<file path="src/rtl/fan_ctrl_pkg.sv">
// Shared constants for the multi-channel fan PWM controller.
package fan_ctrl_pkg;

    localparam int DEF_NUM_CH       = 4;
    localparam int DEF_CNT_BITWIDTH = 8;
    localparam int DEF_PRESCALE_DIV = 399;   // 10 MHz clk_en rate -> 25 kHz PWM count rate
    localparam int DEF_RAMP_STEP    = 4;
    localparam int DEF_WIN_PERIODS  = 1024;

    // Width of one channel's slice in the packed target/duty buses.
    localparam int DUTY_W = DEF_CNT_BITWIDTH;

    // Bits needed to hold values 0..max_val (never less than one bit).
    function automatic int value_bits(input int max_val);
        return (max_val < 1) ? 1 : $clog2(max_val + 1);
    endfunction

endpackage

</file>
<file path="src/rtl/fan_pwm_channel.sv">
// One fan channel: target latch, ramped duty, PWM compare, tach edge counting
// and the sticky stall flag.
module fan_pwm_channel
    import fan_ctrl_pkg::*;
#(
    parameter int CNT_BITWIDTH = DEF_CNT_BITWIDTH,
    parameter int RAMP_STEP    = DEF_RAMP_STEP
) (
    input  logic                    clk_i,
    input  logic                    rstn_i,
    input  logic                    tick_i,       // shared counter advances this cycle
    input  logic                    wrap_i,       // shared counter wraps this cycle (period end)
    input  logic                    win_close_i,  // tach window closes this cycle
    input  logic [CNT_BITWIDTH:0]   cnt_next_i,   // counter value after this cycle
    input  logic [CNT_BITWIDTH-1:0] min_duty_i,
    input  logic [CNT_BITWIDTH-1:0] target_i,
    input  logic                    target_wr_i,
    input  logic                    stall_clr_i,
    input  logic                    tach_i,
    output logic                    pwm_o,
    output logic [CNT_BITWIDTH-1:0] duty_o,
    output logic                    stall_o
);

    localparam logic [CNT_BITWIDTH-1:0] STEP = CNT_BITWIDTH'(RAMP_STEP);

    logic [CNT_BITWIDTH-1:0] tgt_q, tgt_d;
    logic [CNT_BITWIDTH-1:0] duty_q, duty_d;
    logic [CNT_BITWIDTH-1:0] edge_cnt_q, edge_cnt_d;
    logic                    pwm_q, pwm_d;
    logic                    stall_q, stall_d;
    logic                    sync1_q, sync2_q, sync3_q;
    logic [CNT_BITWIDTH-1:0] eff_tgt;
    logic [CNT_BITWIDTH-1:0] diff;
    logic                    rise;
    logic                    stall_set;

    // Next-state logic: ramp at period end (using the target held before any
    // same-cycle write), PWM compare on each tick, tach edge count and stall.
    always_comb begin
        tgt_d = target_wr_i ? target_i : tgt_q;

        if (tgt_q == '0)
            eff_tgt = '0;
        else if (tgt_q < min_duty_i)
            eff_tgt = min_duty_i;
        else
            eff_tgt = tgt_q;

        diff   = '0;
        duty_d = duty_q;
        if (wrap_i) begin
            if (eff_tgt == '0) begin
                duty_d = '0;
            end else if (duty_q < eff_tgt) begin
                diff   = eff_tgt - duty_q;
                duty_d = duty_q + ((diff < STEP) ? diff : STEP);
            end else if (duty_q > eff_tgt) begin
                diff   = duty_q - eff_tgt;
                duty_d = duty_q - ((diff < STEP) ? diff : STEP);
            end
        end

        // Duty above the period keeps the pin high; duty 0 keeps it low.
        pwm_d = pwm_q;
        if (tick_i)
            pwm_d = (cnt_next_i < {1'b0, duty_d});

        rise = sync2_q & ~sync3_q;

        // An edge landing on the closing cycle is credited to the new window.
        edge_cnt_d = edge_cnt_q;
        if (win_close_i)
            edge_cnt_d = CNT_BITWIDTH'(rise);
        else if (rise && (edge_cnt_q != '1))
            edge_cnt_d = edge_cnt_q + 1'b1;

        // Set wins over clear when both happen together.
        stall_set = win_close_i && (duty_q != '0) && (edge_cnt_q == '0);
        stall_d   = stall_q;
        if (stall_clr_i)
            stall_d = 1'b0;
        if (stall_set)
            stall_d = 1'b1;
    end

    // Channel state registers, all cleared asynchronously.
    always_ff @(posedge clk_i or negedge rstn_i) begin
        if (!rstn_i) begin
            tgt_q      <= '0;
            duty_q     <= '0;
            edge_cnt_q <= '0;
            pwm_q      <= 1'b0;
            stall_q    <= 1'b0;
            sync1_q    <= 1'b0;
            sync2_q    <= 1'b0;
            sync3_q    <= 1'b0;
        end else begin
            tgt_q      <= tgt_d;
            duty_q     <= duty_d;
            edge_cnt_q <= edge_cnt_d;
            pwm_q      <= pwm_d;
            stall_q    <= stall_d;
            sync1_q    <= tach_i;
            sync2_q    <= sync1_q;
            sync3_q    <= sync2_q;
        end
    end

    assign pwm_o   = pwm_q;
    assign duty_o  = duty_q;
    assign stall_o = stall_q;

endmodule

</file>
<file path="src/rtl/fan_pwm_multi.sv">
// Multi-channel fan controller: shared prescaler, PWM counter and tach window,
// with one fan_pwm_channel per fan.
module fan_pwm_multi
    import fan_ctrl_pkg::*;
#(
    parameter int NUM_CH       = DEF_NUM_CH,
    parameter int CNT_BITWIDTH = DUTY_W,
    parameter int PRESCALE_DIV = DEF_PRESCALE_DIV,
    parameter int RAMP_STEP    = DEF_RAMP_STEP,
    parameter int WIN_PERIODS  = DEF_WIN_PERIODS
) (
    input  logic                           clk_i,
    input  logic                           rstn_i,
    input  logic                           clk_en_i,
    input  logic [CNT_BITWIDTH:0]          period_i,
    input  logic [CNT_BITWIDTH-1:0]        min_duty_i,
    input  logic [NUM_CH*CNT_BITWIDTH-1:0] target_i,
    input  logic [NUM_CH-1:0]              target_wr_i,
    input  logic [NUM_CH-1:0]              stall_clr_i,
    input  logic [NUM_CH-1:0]              tach_i,
    output logic [NUM_CH-1:0]              pwm_o,
    output logic [NUM_CH*CNT_BITWIDTH-1:0] duty_o,
    output logic [NUM_CH-1:0]              stall_o,
    output logic                           period_end_o
);

    localparam int PW = value_bits(PRESCALE_DIV);
    localparam int WW = value_bits(WIN_PERIODS - 1);
    localparam logic [PW-1:0] PRESC_MAX = PW'(PRESCALE_DIV);
    localparam logic [WW-1:0] WIN_MAX   = WW'(WIN_PERIODS - 1);

    logic [PW-1:0]         presc_q, presc_d;
    logic [CNT_BITWIDTH:0] cnt_q, cnt_d;
    logic [WW-1:0]         win_q, win_d;
    logic                  period_end_q, period_end_d;
    logic                  tick;
    logic                  wrap;
    logic                  win_close;

    // Prescaler, shared counter and window counter; all frozen while clk_en_i is low.
    // The counter compares against the live period_i, so a shorter period takes
    // effect at the next wrap and an overshooting count wraps on the next tick.
    always_comb begin
        tick    = clk_en_i && (presc_q == PRESC_MAX);
        presc_d = presc_q;
        if (clk_en_i)
            presc_d = tick ? '0 : presc_q + 1'b1;

        wrap  = tick && (cnt_q >= period_i);
        cnt_d = cnt_q;
        if (tick)
            cnt_d = wrap ? '0 : cnt_q + 1'b1;

        win_close = wrap && (win_q == WIN_MAX);
        win_d     = win_q;
        if (wrap)
            win_d = win_close ? '0 : win_q + 1'b1;

        period_end_d = wrap;
    end

    // Shared timing registers; period_end_o is the registered wrap strobe.
    always_ff @(posedge clk_i or negedge rstn_i) begin
        if (!rstn_i) begin
            presc_q      <= '0;
            cnt_q        <= '0;
            win_q        <= '0;
            period_end_q <= 1'b0;
        end else begin
            presc_q      <= presc_d;
            cnt_q        <= cnt_d;
            win_q        <= win_d;
            period_end_q <= period_end_d;
        end
    end

    assign period_end_o = period_end_q;

    for (genvar n = 0; n < NUM_CH; n++) begin : g_ch
        fan_pwm_channel #(
            .CNT_BITWIDTH (CNT_BITWIDTH),
            .RAMP_STEP    (RAMP_STEP)
        ) u_ch (
            .clk_i       (clk_i),
            .rstn_i      (rstn_i),
            .tick_i      (tick),
            .wrap_i      (wrap),
            .win_close_i (win_close),
            .cnt_next_i  (cnt_d),
            .min_duty_i  (min_duty_i),
            .target_i    (target_i[n*CNT_BITWIDTH +: CNT_BITWIDTH]),
            .target_wr_i (target_wr_i[n]),
            .stall_clr_i (stall_clr_i[n]),
            .tach_i      (tach_i[n]),
            .pwm_o       (pwm_o[n]),
            .duty_o      (duty_o[n*CNT_BITWIDTH +: CNT_BITWIDTH]),
            .stall_o     (stall_o[n])
        );
    end

endmodule

</file>
<file path="config.mk">
export PLATFORM = sky130hd
export DESIGN_NAME = fan_pwm_multi
export DESIGN_NICKNAME = d
export VERILOG_FILES = /design/src/rtl/fan_ctrl_pkg.sv /design/src/rtl/fan_pwm_channel.sv /design/src/rtl/fan_pwm_multi.sv
export SDC_FILE = /design/constraint.sdc
export NUM_CORES = 1
export LEC_CHECK = 0
export ABC_AREA = 1
export CAP_MARGIN = 10
export CORE_UTILIZATION = 55
export CTS_CLUSTER_SIZE = 8
export DETAILED_ROUTE_END_ITERATION = 7
export PLACE_DENSITY = 0.81
export SYNTH_ARGS = -nofsm -noshare
export SYNTH_HDL_FRONTEND = slang
export SYNTH_HIERARCHICAL = 1
export SYNTH_SLANG_ARGS = --single-unit
</file>
<file path="constraint.sdc">
create_clock -name clk_i -period 10.6 [get_ports clk_i]
set_clock_uncertainty 0.05 [all_clocks]
set_input_delay 2.12 -clock clk_i [delete_from_list [all_inputs] [get_ports clk_i]]
set_output_delay 2.12 -clock clk_i [all_outputs]
set_load 0.1 [all_outputs]
</file>
==> impl_metrics.yaml, run 1 <==
grt:
  grt_pass1_wl_um: 61500
  antenna_found_initial: 1
  grt_max_degree: 81
  first_global_vias: 13100
  grt_util_all_layers_pct: 28.1
  grt_overflow: 0
clocking:
  htree_levels: 4
  tritoncts: "yes"
  numCtsBuffers: 17
  ctsHoldBuffers: 0
  clk_pin_slew_worst_paths_ps: 70
  clock-root-buffer: "clkbuf_16"
  worstSkewPairLatency_ps: 430
  cts_resized: 0
  cts.sinks: 145
  cts_setup_buffers: 0
  cts_max_path_buffers: 2
worst_setup_path:
  r2r_cells: 36
  worstSetupStartpointType: "primary input"
  endpoint: "g_ch[2].u_ch/pwm_o$_DFFE_PN0P_"
  crit_path_top_delay_cell: "clkdlybuf4s50_1"
  crit_type: "in -> reg"
  startpoint: "min_duty_i[7]"
  rrSetupSlack_ps: 4450
  critical_path.max_stage_delay_ps: 640
  cp.required_ps: 10910
  crit_top_cell: "nand2_1"
  r2r-start: "g_ch[2].u_ch/tgt_q[7]$_DFFE_PN0P_"
  r2r-end: "g_ch[2].u_ch/pwm_o$_DFFE_PN0P_"
  cp_max_fo: 9
  cp.arrival_ps: 8510
  endpoint_kind: "register"
timing:
  rsz0062_at_grt: "false"
  finalSetupViolCount: 0
  slew_headroom_pct: 31.1
  post-route-min-period_ps: 8200
  layout_setup_ws_ps: 2400
  max_freq_mhz: 122
  worst_slew_pin_slew_ps: 1020
  setup_tns_ps: 0
  period_share_pct: 77.4
  finalHoldViolCount: 0
  maxSlewViolCount: 0
  whs_ps: 305
detailed_routing:
  num_vias: 13400
  via_per_inst: 5.47
  drc: 14
  dr.pass1.iters: 8
  drtAntennaViolNets: 0
  finalWirelength_um: 36900
  wl_per_cell_um: 15.1
  drt_iter0_drc: 950
finish:
  regArea_sq_um: 3630
  layout_common_cells: "nand2_1 (364), inv_1 (298), ha_1 (196)"
  final_nets: 2373
  final_layout_size_suffix_gt1_share_pct: 10.3
  nFillCells: 2285
  diodes: 0
  multi_input_area_sq_um: 9620
  final_cells: 2445
  syn_to_final_growth_pct: 13.5
  final_common_cell: "nand2_1"
placement:
  dp_cells: 2413
  gp_congestion: 0.982
  pre_cts_ws_ps: 2130
  port_buffers: 104
  dp_hpwl_um: 29300
flow_run:
  maxCapViolations: 0
logic_synthesis:
  synth_edf_count: 0
  async_flop_share_pct: 100
  ys_seq_area_share_pct: 24.7
  synth_top_family_by_area: "simple AND/OR/NAND/NOR gates"
  synthAdderAreaFrac_pct: 18.9
  yosys.area_share.simple_pct: 25.0
  syn-cell-area_sq_um: 14700
  synth_ff_type: "dfrtp_1"
  yosys_warnings: 6
  synth_mux_area_share_pct: 0
  synth-seq-cells: 145
  synth_cells: 1973
  synth-xor-area-share_pct: 5.48
  synth-compound-area-share_pct: 15.1
  synth.avg_cell_area_sq_um: 7.45
  yosysUniqueCellTypes: 54
die:
  rows: 59
  dieHeight_um: 166
  start_util_pct: 56.3
  io_pins: 105
  die_x_um: 166
  coreArea_sq_um: 26100
  die-area_sq_um: 27400
power:
  power_per_cell_area_nw_per_um2: 126
  p_leak_nw: 8.72
  ir_worst_vdd_mv: 0.0912
  finalPower_mw: 2.10
outcome:
  violations: "DRC"
  status: "finished with violations"
min_path:
  hp-class: "reg -> reg"
## critical path, delay by kind of cell
family,cells,cell delay [ps]
AOI/OAI and AO/OA,11,2150
adders and majority gates,6,1640
xor gates and xnor gates,1,130
buffers and inverters,6,980
and+or+nand+nor,14,1490
## final cells by class
type	instances	share of cell area, %
Multi-Input combinational cell	1469	57.6
Sequential cell	145	21.7
Inverter	357	8.10
Timing Repair Buffer	107	6.38
Clock buffer	17	2.55
Tap cell	335	2.51
Clock inverter	15	1.09
## where the power goes
part	switching (mW)	internal (mW)
clock network	0.291	0.320
registers	0.0733	0.628
logic	0.493	0.296
total	0.857	1.24
## logic make-up (layout without fill, tap and decap cells)
logic type / after synthesis / in the layout
AOI/OAI and AO/OA: 364 / 364
xor gates and xnor gates: 92 / 92
adders and majority gates: 212 / 212
buffers and inverters: 387 / 496
DFF: 145 / 145
other: 8 / 36
and+or+nand+nor: 765 / 765
## synth_stat cells, types with 3 or more instances
master	n	area (sq um)
nor2_8	3	60.1
nor2_2	11	68.8
o21bai_1	5	37.5
a31oi_1	18	113
dfrtp_1	145	3630
o21ai_2	22	193
o22ai_1	8	50.1
o221ai_1	4	35.0
inv_2	50	188
xnor2_1	30	263
inv_4	5	31.3
inv_1	299	1120
nand2_1	364	1370
nand3_2	5	50.1
nand4_1	29	181
nand3_1	122	611
nand2_4	14	158
ha_1	196	2450
nor3_1	23	115
a22oi_4	4	85.1
conb_1	8	30.0
o211ai_1	10	75.1
o21ai_1	23	115
a21oi_1	121	606
fa_1	16	320
a211oi_1	16	120
buf_6	4	45.0
a2111oi_0	4	35.0
nand3_4	3	52.6
nor2_1	102	383
nor4_1	23	144
nor3b_1	3	22.5
xor2_1	62	543
o21a_1	5	37.5
nor3_2	6	60.1
nor2_4	7	78.8
buf_2	5	25.0
clkbuf_1	4	15.0
a21o_1	15	113
nand2_2	44	275
o21ai_0	98	490
buf_4	17	128
clkinv_1	3	11.3
a221oi_1	3	26.3
## worst min-delay path by stage
stage                                   startpoint                        endpoint  depth (start not counted)
floorplan           g_ch[0].u_ch/sync1_q$_DFF_PN0_  g_ch[0].u_ch/sync2_q$_DFF_PN0_                          0
global placement    g_ch[2].u_ch/sync1_q$_DFF_PN0_  g_ch[2].u_ch/sync2_q$_DFF_PN0_                          0
detailed placement  g_ch[2].u_ch/sync1_q$_DFF_PN0_  g_ch[2].u_ch/sync2_q$_DFF_PN0_                          0
CTS                 g_ch[2].u_ch/sync1_q$_DFF_PN0_  g_ch[2].u_ch/sync2_q$_DFF_PN0_                          0
global route        g_ch[1].u_ch/sync1_q$_DFF_PN0_  g_ch[1].u_ch/sync2_q$_DFF_PN0_                          0
finish              g_ch[2].u_ch/sync1_q$_DFF_PN0_  g_ch[2].u_ch/sync2_q$_DFF_PN0_                          0
## metal layers
metal | wire [um] | part of all wire, % | global-route usage (%) | vias to the layer above
li1 | - | - | - | 6705
met2 | 17600 | 48 | 47.5 | 409
met1 | 16200 | 44 | 36.7 | 6183
met3 | 2300 | 6.2 | 4.07 | 72
met4 | 826 | 2.2 | 8.88 | 2
met5 | 13 | 0.035 | 0 | -
## state kept, by name, summed over array words and instances, names as in the netlist
register,cells
g_ch.u_ch/tgt_q,32
g_ch.u_ch/sync3_q,4
g_ch.u_ch/stall_o,4
g_ch.u_ch/duty_o,32
win_q,10
g_ch.u_ch/pwm_o,4
g_ch.u_ch/edge_cnt_q,32
g_ch.u_ch/sync1_q,4
g_ch.u_ch/sync2_q,4
period_end_o,1
presc_q,9
cnt_q,9
## metrics by stage
stage | area, sq um | utilization [%]
after floorplan | 14800 | -
after global placement | 16100 | 61.6
after detailed placement | 16100 | 61.6
after CTS | 16700 | 63.9
after global routing | 16700 | 63.9
final | 16700 | 63.9
Note: power is estimated with default switching activity, not from simulation.
==> run 2, diff against run 1 <==
==> constraint.sdc (replaced) <==
create_clock -name clk_i -period 8.4 [get_ports clk_i]
set_clock_uncertainty 0.05 [all_clocks]
set_input_delay 1.68 -clock clk_i [delete_from_list [all_inputs] [get_ports clk_i]]
set_output_delay 1.68 -clock clk_i [all_outputs]
set_load 0.1 [all_outputs]
==> run 2 against run 1 <==
Final area barely moved. Largest power group unchanged. The run still ends with DRC left. Clock power increased by 30%. Wire length shrank 0.35%. Sequential power rose by 26%. Sequential share of layout area about the same. Worst hold slack lost 6.5 ps. Final cell count hardly changed. Highest routed layer unchanged.
==> impl_metrics.yaml, run 2 (same netlist as run 1, synthesis figures left out) <==
outcome:
  status: "finished with violations"
  violations: "DRC"
finish:
  layout_common_cells: "nand2_1 (364), inv_1 (298), ha_1 (196)"
  final_layout_size_suffix_gt1_share_pct: 10.3
  multi_input_area_sq_um: 9620
  syn_to_final_growth_pct: 13.6
  nFillCells: 2307
  final_common_cell: "nand2_1"
  diodes: 0
  regArea_sq_um: 3630
  final_nets: 2373
placement:
  gp_congestion: 0.973
  port_buffers: 104
  dp_hpwl_um: 29000
timing:
  post-route-min-period_ps: 7740
  finalSetupViolCount: 0
  slew_headroom_pct: 29.3
  period_share_pct: 92.1
  max_freq_mhz: 129
  setup_tns_ps: 0
  maxSlewViolCount: 0
  finalHoldViolCount: 0
  rsz0062_at_grt: "false"
  worst_slew_pin_slew_ps: 1050
clocking:
  tritoncts: "yes"
  htree_levels: 4
  numCtsBuffers: 17
  clock-root-buffer: "clkbuf_16"
  clk_pin_slew_worst_paths_ps: 70
  cts_resized: 0
  worstSkewPairLatency_ps: 420
  cts_setup_buffers: 0
  cts_max_path_buffers: 2
  cts.sinks: 145
  ctsHoldBuffers: 0
power:
  finalPower_mw: 2.68
  comb_power_share_pct: 37.2
  swShare_pct: 38.5
  power_frac_clock_pct: 29.8
  power_per_cell_area_nw_per_um2: 160
  internal-power_mw: 1.65
  p_switching_mw: 1.03
  seq_power_share_pct: 33.1
  p_leak_nw: 8.72
  ir_worst_vdd_mv: 0.121
worst_setup_path:
  worstSetupStartpointType: "primary input"
  cp.arrival_ps: 8040
  critical_path_depth: 32
  critical_path.max_stage_delay_ps: 640
  cp.required_ps: 8710
  path_delay_family: "compound AO/OA/AOI/OAI gates"
  endpoint_kind: "register"
  crit_path_top_delay_cell: "clkdlybuf4s50_1"
  worst-path-buf-inv: 4
  rrSetupSlack_ps: 2300
  r2r_cells: 30
  startpoint: "min_duty_i[7]"
  cp_max_fo: 9
  r2r-start: "g_ch[1].u_ch/tgt_q[7]$_DFFE_PN0P_"
  crit_type: "in -> reg"
detailed_routing:
  num_vias: 13400
  via_per_inst: 5.48
  finalWirelength_um: 36800
  drtAntennaViolNets: 0
  drc: 14
  wl_per_cell_um: 15.1
  dr.pass1.iters: 8
  drt_iter0_drc: 1085
die:
  die-area_sq_um: 27400
  coreArea_sq_um: 26100
  die_x_um: 166
  rows: 59
  io_pins: 105
  start_util_pct: 56.3
  dieHeight_um: 166
min_path:
  hp-class: "reg -> reg"
  min_path_cells: 0
  hold_start: "g_ch[1].u_ch/sync1_q$_DFF_PN0_"
grt:
  grt_pass1_wl_um: 61800
  grt_overflow: 0
  grt_util_all_layers_pct: 28.2
  first_global_vias: 12800
  grt_max_degree: 76
  antenna_found_initial: 1
flow_run:
  maxCapViolations: 0
## run 2: worst paths after layout
check                                                   end
setup reg to reg             g_ch[1].u_ch/pwm_o$_DFFE_PN0P_
min in group asynchronous    g_ch[2].u_ch/sync1_q$_DFF_PN0_
max in group asynchronous  g_ch[3].u_ch/duty_o[6]$_DFF_PN0_
setup / recovery             g_ch[1].u_ch/pwm_o$_DFFE_PN0P_
hold reg to reg              g_ch[1].u_ch/sync2_q$_DFF_PN0_
hold / removal               g_ch[1].u_ch/sync2_q$_DFF_PN0_
## run 2: power groups by stage
stage	clock network, mW	logic [mW]	registers, mW
after floorplan	0	0.773	0.874
after global placement	0	0.956	0.892
after detailed placement	0	0.976	0.894
after CTS	0.808	0.985	0.883
after global routing	0.838	1.13	0.898
final	0.797	0.995	0.886
## run 2: layout make-up
cell class	instances	share of cell area, %
flip-flops and latches	145	21.7
inverters	357	8.10
repair buffers	107	6.38
multi-input cells	1469	57.6
clock inverters	13	1.03
well taps	335	2.51
clock buffers	18	2.63
## run 2: worst reg2reg max path, delay by kind of cell, from the launching register on
family	cells	cell delay [ps]
compound gates	11	2370
fa+ha+maj	5	1620
simple gates	10	1100
flops	1	400
xor+xnor	2	380
buf+inv	2	130
## run 2: through the flow
step	worst slack, ps	hold slack (ps)	instance area [sq um]	utilization, %	cells
2_1_floorplan	1760	281	14800	-	2001
3_3_place_gp	371	284	16100	61.6	2413
3_5_place_dp	255	285	16100	61.6	2413
4_1_cts	649	300	16700	63.9	2444
5_1_grt	62.2	307	16700	63.9	2444
6_report	664	299	16700	63.9	2444
## run 2: metal layers
layer	track usage (%)	vias up	share of wire, %
met5	0	-	0.033
met4	7.77	2	1.7
met3	3.20	53	5.0
met2	46.8	374	47
met1	38.8	6251	46
li1	-	6717	-
==> run 3, diff against run 2 <==
--- a/config.mk
+++ b/config.mk
@@ -10,7 +10,8 @@
 export CORE_UTILIZATION = 55
 export CTS_CLUSTER_SIZE = 8
 export DETAILED_ROUTE_END_ITERATION = 7
-export PLACE_DENSITY = 0.81
+export PLACE_DENSITY_LB_ADDON = 0.15
+export SLEW_MARGIN = 20
 export SYNTH_ARGS = -nofsm -noshare
 export SYNTH_HDL_FRONTEND = slang
 export SYNTH_HIERARCHICAL = 1
==> run 3 against run 2 <==
The run still ends with DRC left. Total power down 0.74%. Combinational power down 0.4%. Non-clock buffer count up 2. Wire length up 1.4%. Via count down 1.3%. Register-to-register slack worse by 30 ps. Clock power down 2%. Flip-flop and latch count unchanged. Global-route usage about the same. Setup slack better by 59 ps. Maximum frequency up 0.77%. Critical endpoint unchanged. Highest routed layer is now met4.
==> impl_metrics.yaml, run 3 (same netlist as run 1, synthesis figures left out) <==
die:
  rows: 59
  dieHeight_um: 166
  io_pins: 105
  die_x_um: 166
  coreArea_sq_um: 26100
  start_util_pct: 56.3
  die-area_sq_um: 27400
min_path:
  hp-class: "reg -> reg"
worst_setup_path:
  endpoint: "g_ch[1].u_ch/pwm_o$_DFFE_PN0P_"
  r2r_cells: 30
  endpoint_kind: "register"
  cp.arrival_ps: 8000
  worstSetupStartpointType: "primary input"
  cp.required_ps: 8720
  crit_type: "in -> reg"
  cp_max_fo: 9
  r2r-start: "g_ch[1].u_ch/tgt_q[7]$_DFFE_PN0P_"
  critical_path.max_stage_delay_ps: 600
  startpoint: "min_duty_i[5]"
  r2r-end: "g_ch[1].u_ch/pwm_o$_DFFE_PN0P_"
  crit_path_top_delay_cell: "clkdlybuf4s50_1"
  rrSetupSlack_ps: 2270
placement:
  dp_cells: 2415
  dp_hpwl_um: 29300
  placed_area_sq_um: 16100
  gp_congestion: 0.936
  pre_cts_ws_ps: 339
  port_buffers: 104
finish:
  finish.instance_area_sq_um: 16700
  final_nets: 2375
  syn_to_final_growth_pct: 13.6
  layout_common_cells: "nand2_1 (364), inv_1 (298), ha_1 (196)"
  nFillCells: 2396
  final_cells: 2447
  multi_input_area_sq_um: 9620
  final_common_cell: "nand2_1"
  diodes: 0
  regArea_sq_um: 3630
  fin_util_pct: 63.9
  final_layout_size_suffix_gt1_share_pct: 10.5
timing:
  max_freq_mhz: 130
  finalSetupViolCount: 0
  slew_headroom_pct: 27.2
  worst_slew_pin_slew_ps: 1090
  setup_tns_ps: 0
  whs_ps: 299
  finalHoldViolCount: 0
  post-route-min-period_ps: 7680
  layout_setup_ws_ps: 723
  period_share_pct: 91.4
  maxSlewViolCount: 0
  rsz0062_at_grt: "false"
grt:
  grt_pass1_wl_um: 60900
  first_global_vias: 12600
  grt_overflow: 0
  grt_max_degree: 83
  gr-usage-met2_pct: 47.4
  grt_busiest_layer: "met2"
  use_met3_pct: 3.67
  antenna_found_initial: 0
  grt_util_all_layers_pct: 28.2
  use_met1_pct: 37.6
flow_run:
  maxCapViolations: 0
clocking:
  clock-root-buffer: "clkbuf_16"
  worstSkewPairLatency_ps: 440
  cts_setup_buffers: 0
  cts.sinks: 145
  cts_resized: 0
  numCtsBuffers: 17
  htree_levels: 4
  tritoncts: "yes"
  clk_pin_slew_worst_paths_ps: 70
  cts_max_path_buffers: 2
  ctsHoldBuffers: 0
power:
  finalPower_mw: 2.66
  ir_worst_vdd_mv: 0.130
  power_per_cell_area_nw_per_um2: 159
  p_leak_nw: 8.75
detailed_routing:
  via_per_inst: 5.41
  drt_iter0_drc: 892
  finalWirelength_um: 37300
  num_vias: 13200
  drtAntennaViolNets: 0
  wl_per_cell_um: 15.3
  dr.pass1.iters: 8
  drc: 8
outcome:
  status: "finished with violations"
  violations: "DRC"
run 3: cell count changes in the layout (fill, tap and decap cells not counted), sizes merged:
| cell | previous run | this run |
|---|---|---|
| clkinv | 4 | 9 |
| bufinv | 3 | 0 |
| clkbuf | 18 | 17 |
| buf | 4 | 6 |
| inv | 359 | 363 |
| clkinvlp | 4 | 0 |
run 3: per-layer routing:
metal / share of wire (%) / vias to the layer above
li1: - / 6709
met1: 46 / 6167
met3: 4.2 / 60
met2: 47 / 293
met4: 2.6 / 0
met5: 0 / -
run 3: area by class of cell:
class	count	share of cell area, %
Multi-Input combinational cell	1469	57.6
Sequential cell	145	21.7
Clock inverter	15	1.10
Clock buffer	17	2.55
Tap cell	335	2.51
Inverter	357	8.09
Timing Repair Buffer	109	6.46
run 3: report_power, final:
| part | internal [mW] | switching (mW) |
|---|---|---|
| Combinational | 0.374 | 0.617 |
| Clock | 0.406 | 0.378 |
| Sequential | 0.793 | 0.0916 |
| Total | 1.57 | 1.09 |
run 3: worst max-delay path: cells and delay by family:
| family | cells | cell delay [ps] |
|---|---|---|
| xor+xnor | 2 | 340 |
| compound gates | 11 | 2470 |
| fa+ha+maj | 5 | 1550 |
| simple gates | 10 | 1100 |
| buf+inv | 4 | 870 |
run 3: how the worst min path moves through the flow:
stage	start	cells after the start	to	slack (ps)
finish	g_ch[2].u_ch/sync1_q$_DFF_PN0_	0	g_ch[2].u_ch/sync2_q$_DFF_PN0_	300
global route	g_ch[1].u_ch/sync1_q$_DFF_PN0_	0	g_ch[1].u_ch/sync2_q$_DFF_PN0_	310
CTS	g_ch[2].u_ch/sync1_q$_DFF_PN0_	0	g_ch[2].u_ch/sync2_q$_DFF_PN0_	300
detailed placement	g_ch[2].u_ch/sync1_q$_DFF_PN0_	0	g_ch[2].u_ch/sync2_q$_DFF_PN0_	290
global placement	g_ch[2].u_ch/sync1_q$_DFF_PN0_	0	g_ch[2].u_ch/sync2_q$_DFF_PN0_	280
floorplan	g_ch[0].u_ch/sync1_q$_DFF_PN0_	0	g_ch[0].u_ch/sync2_q$_DFF_PN0_	280
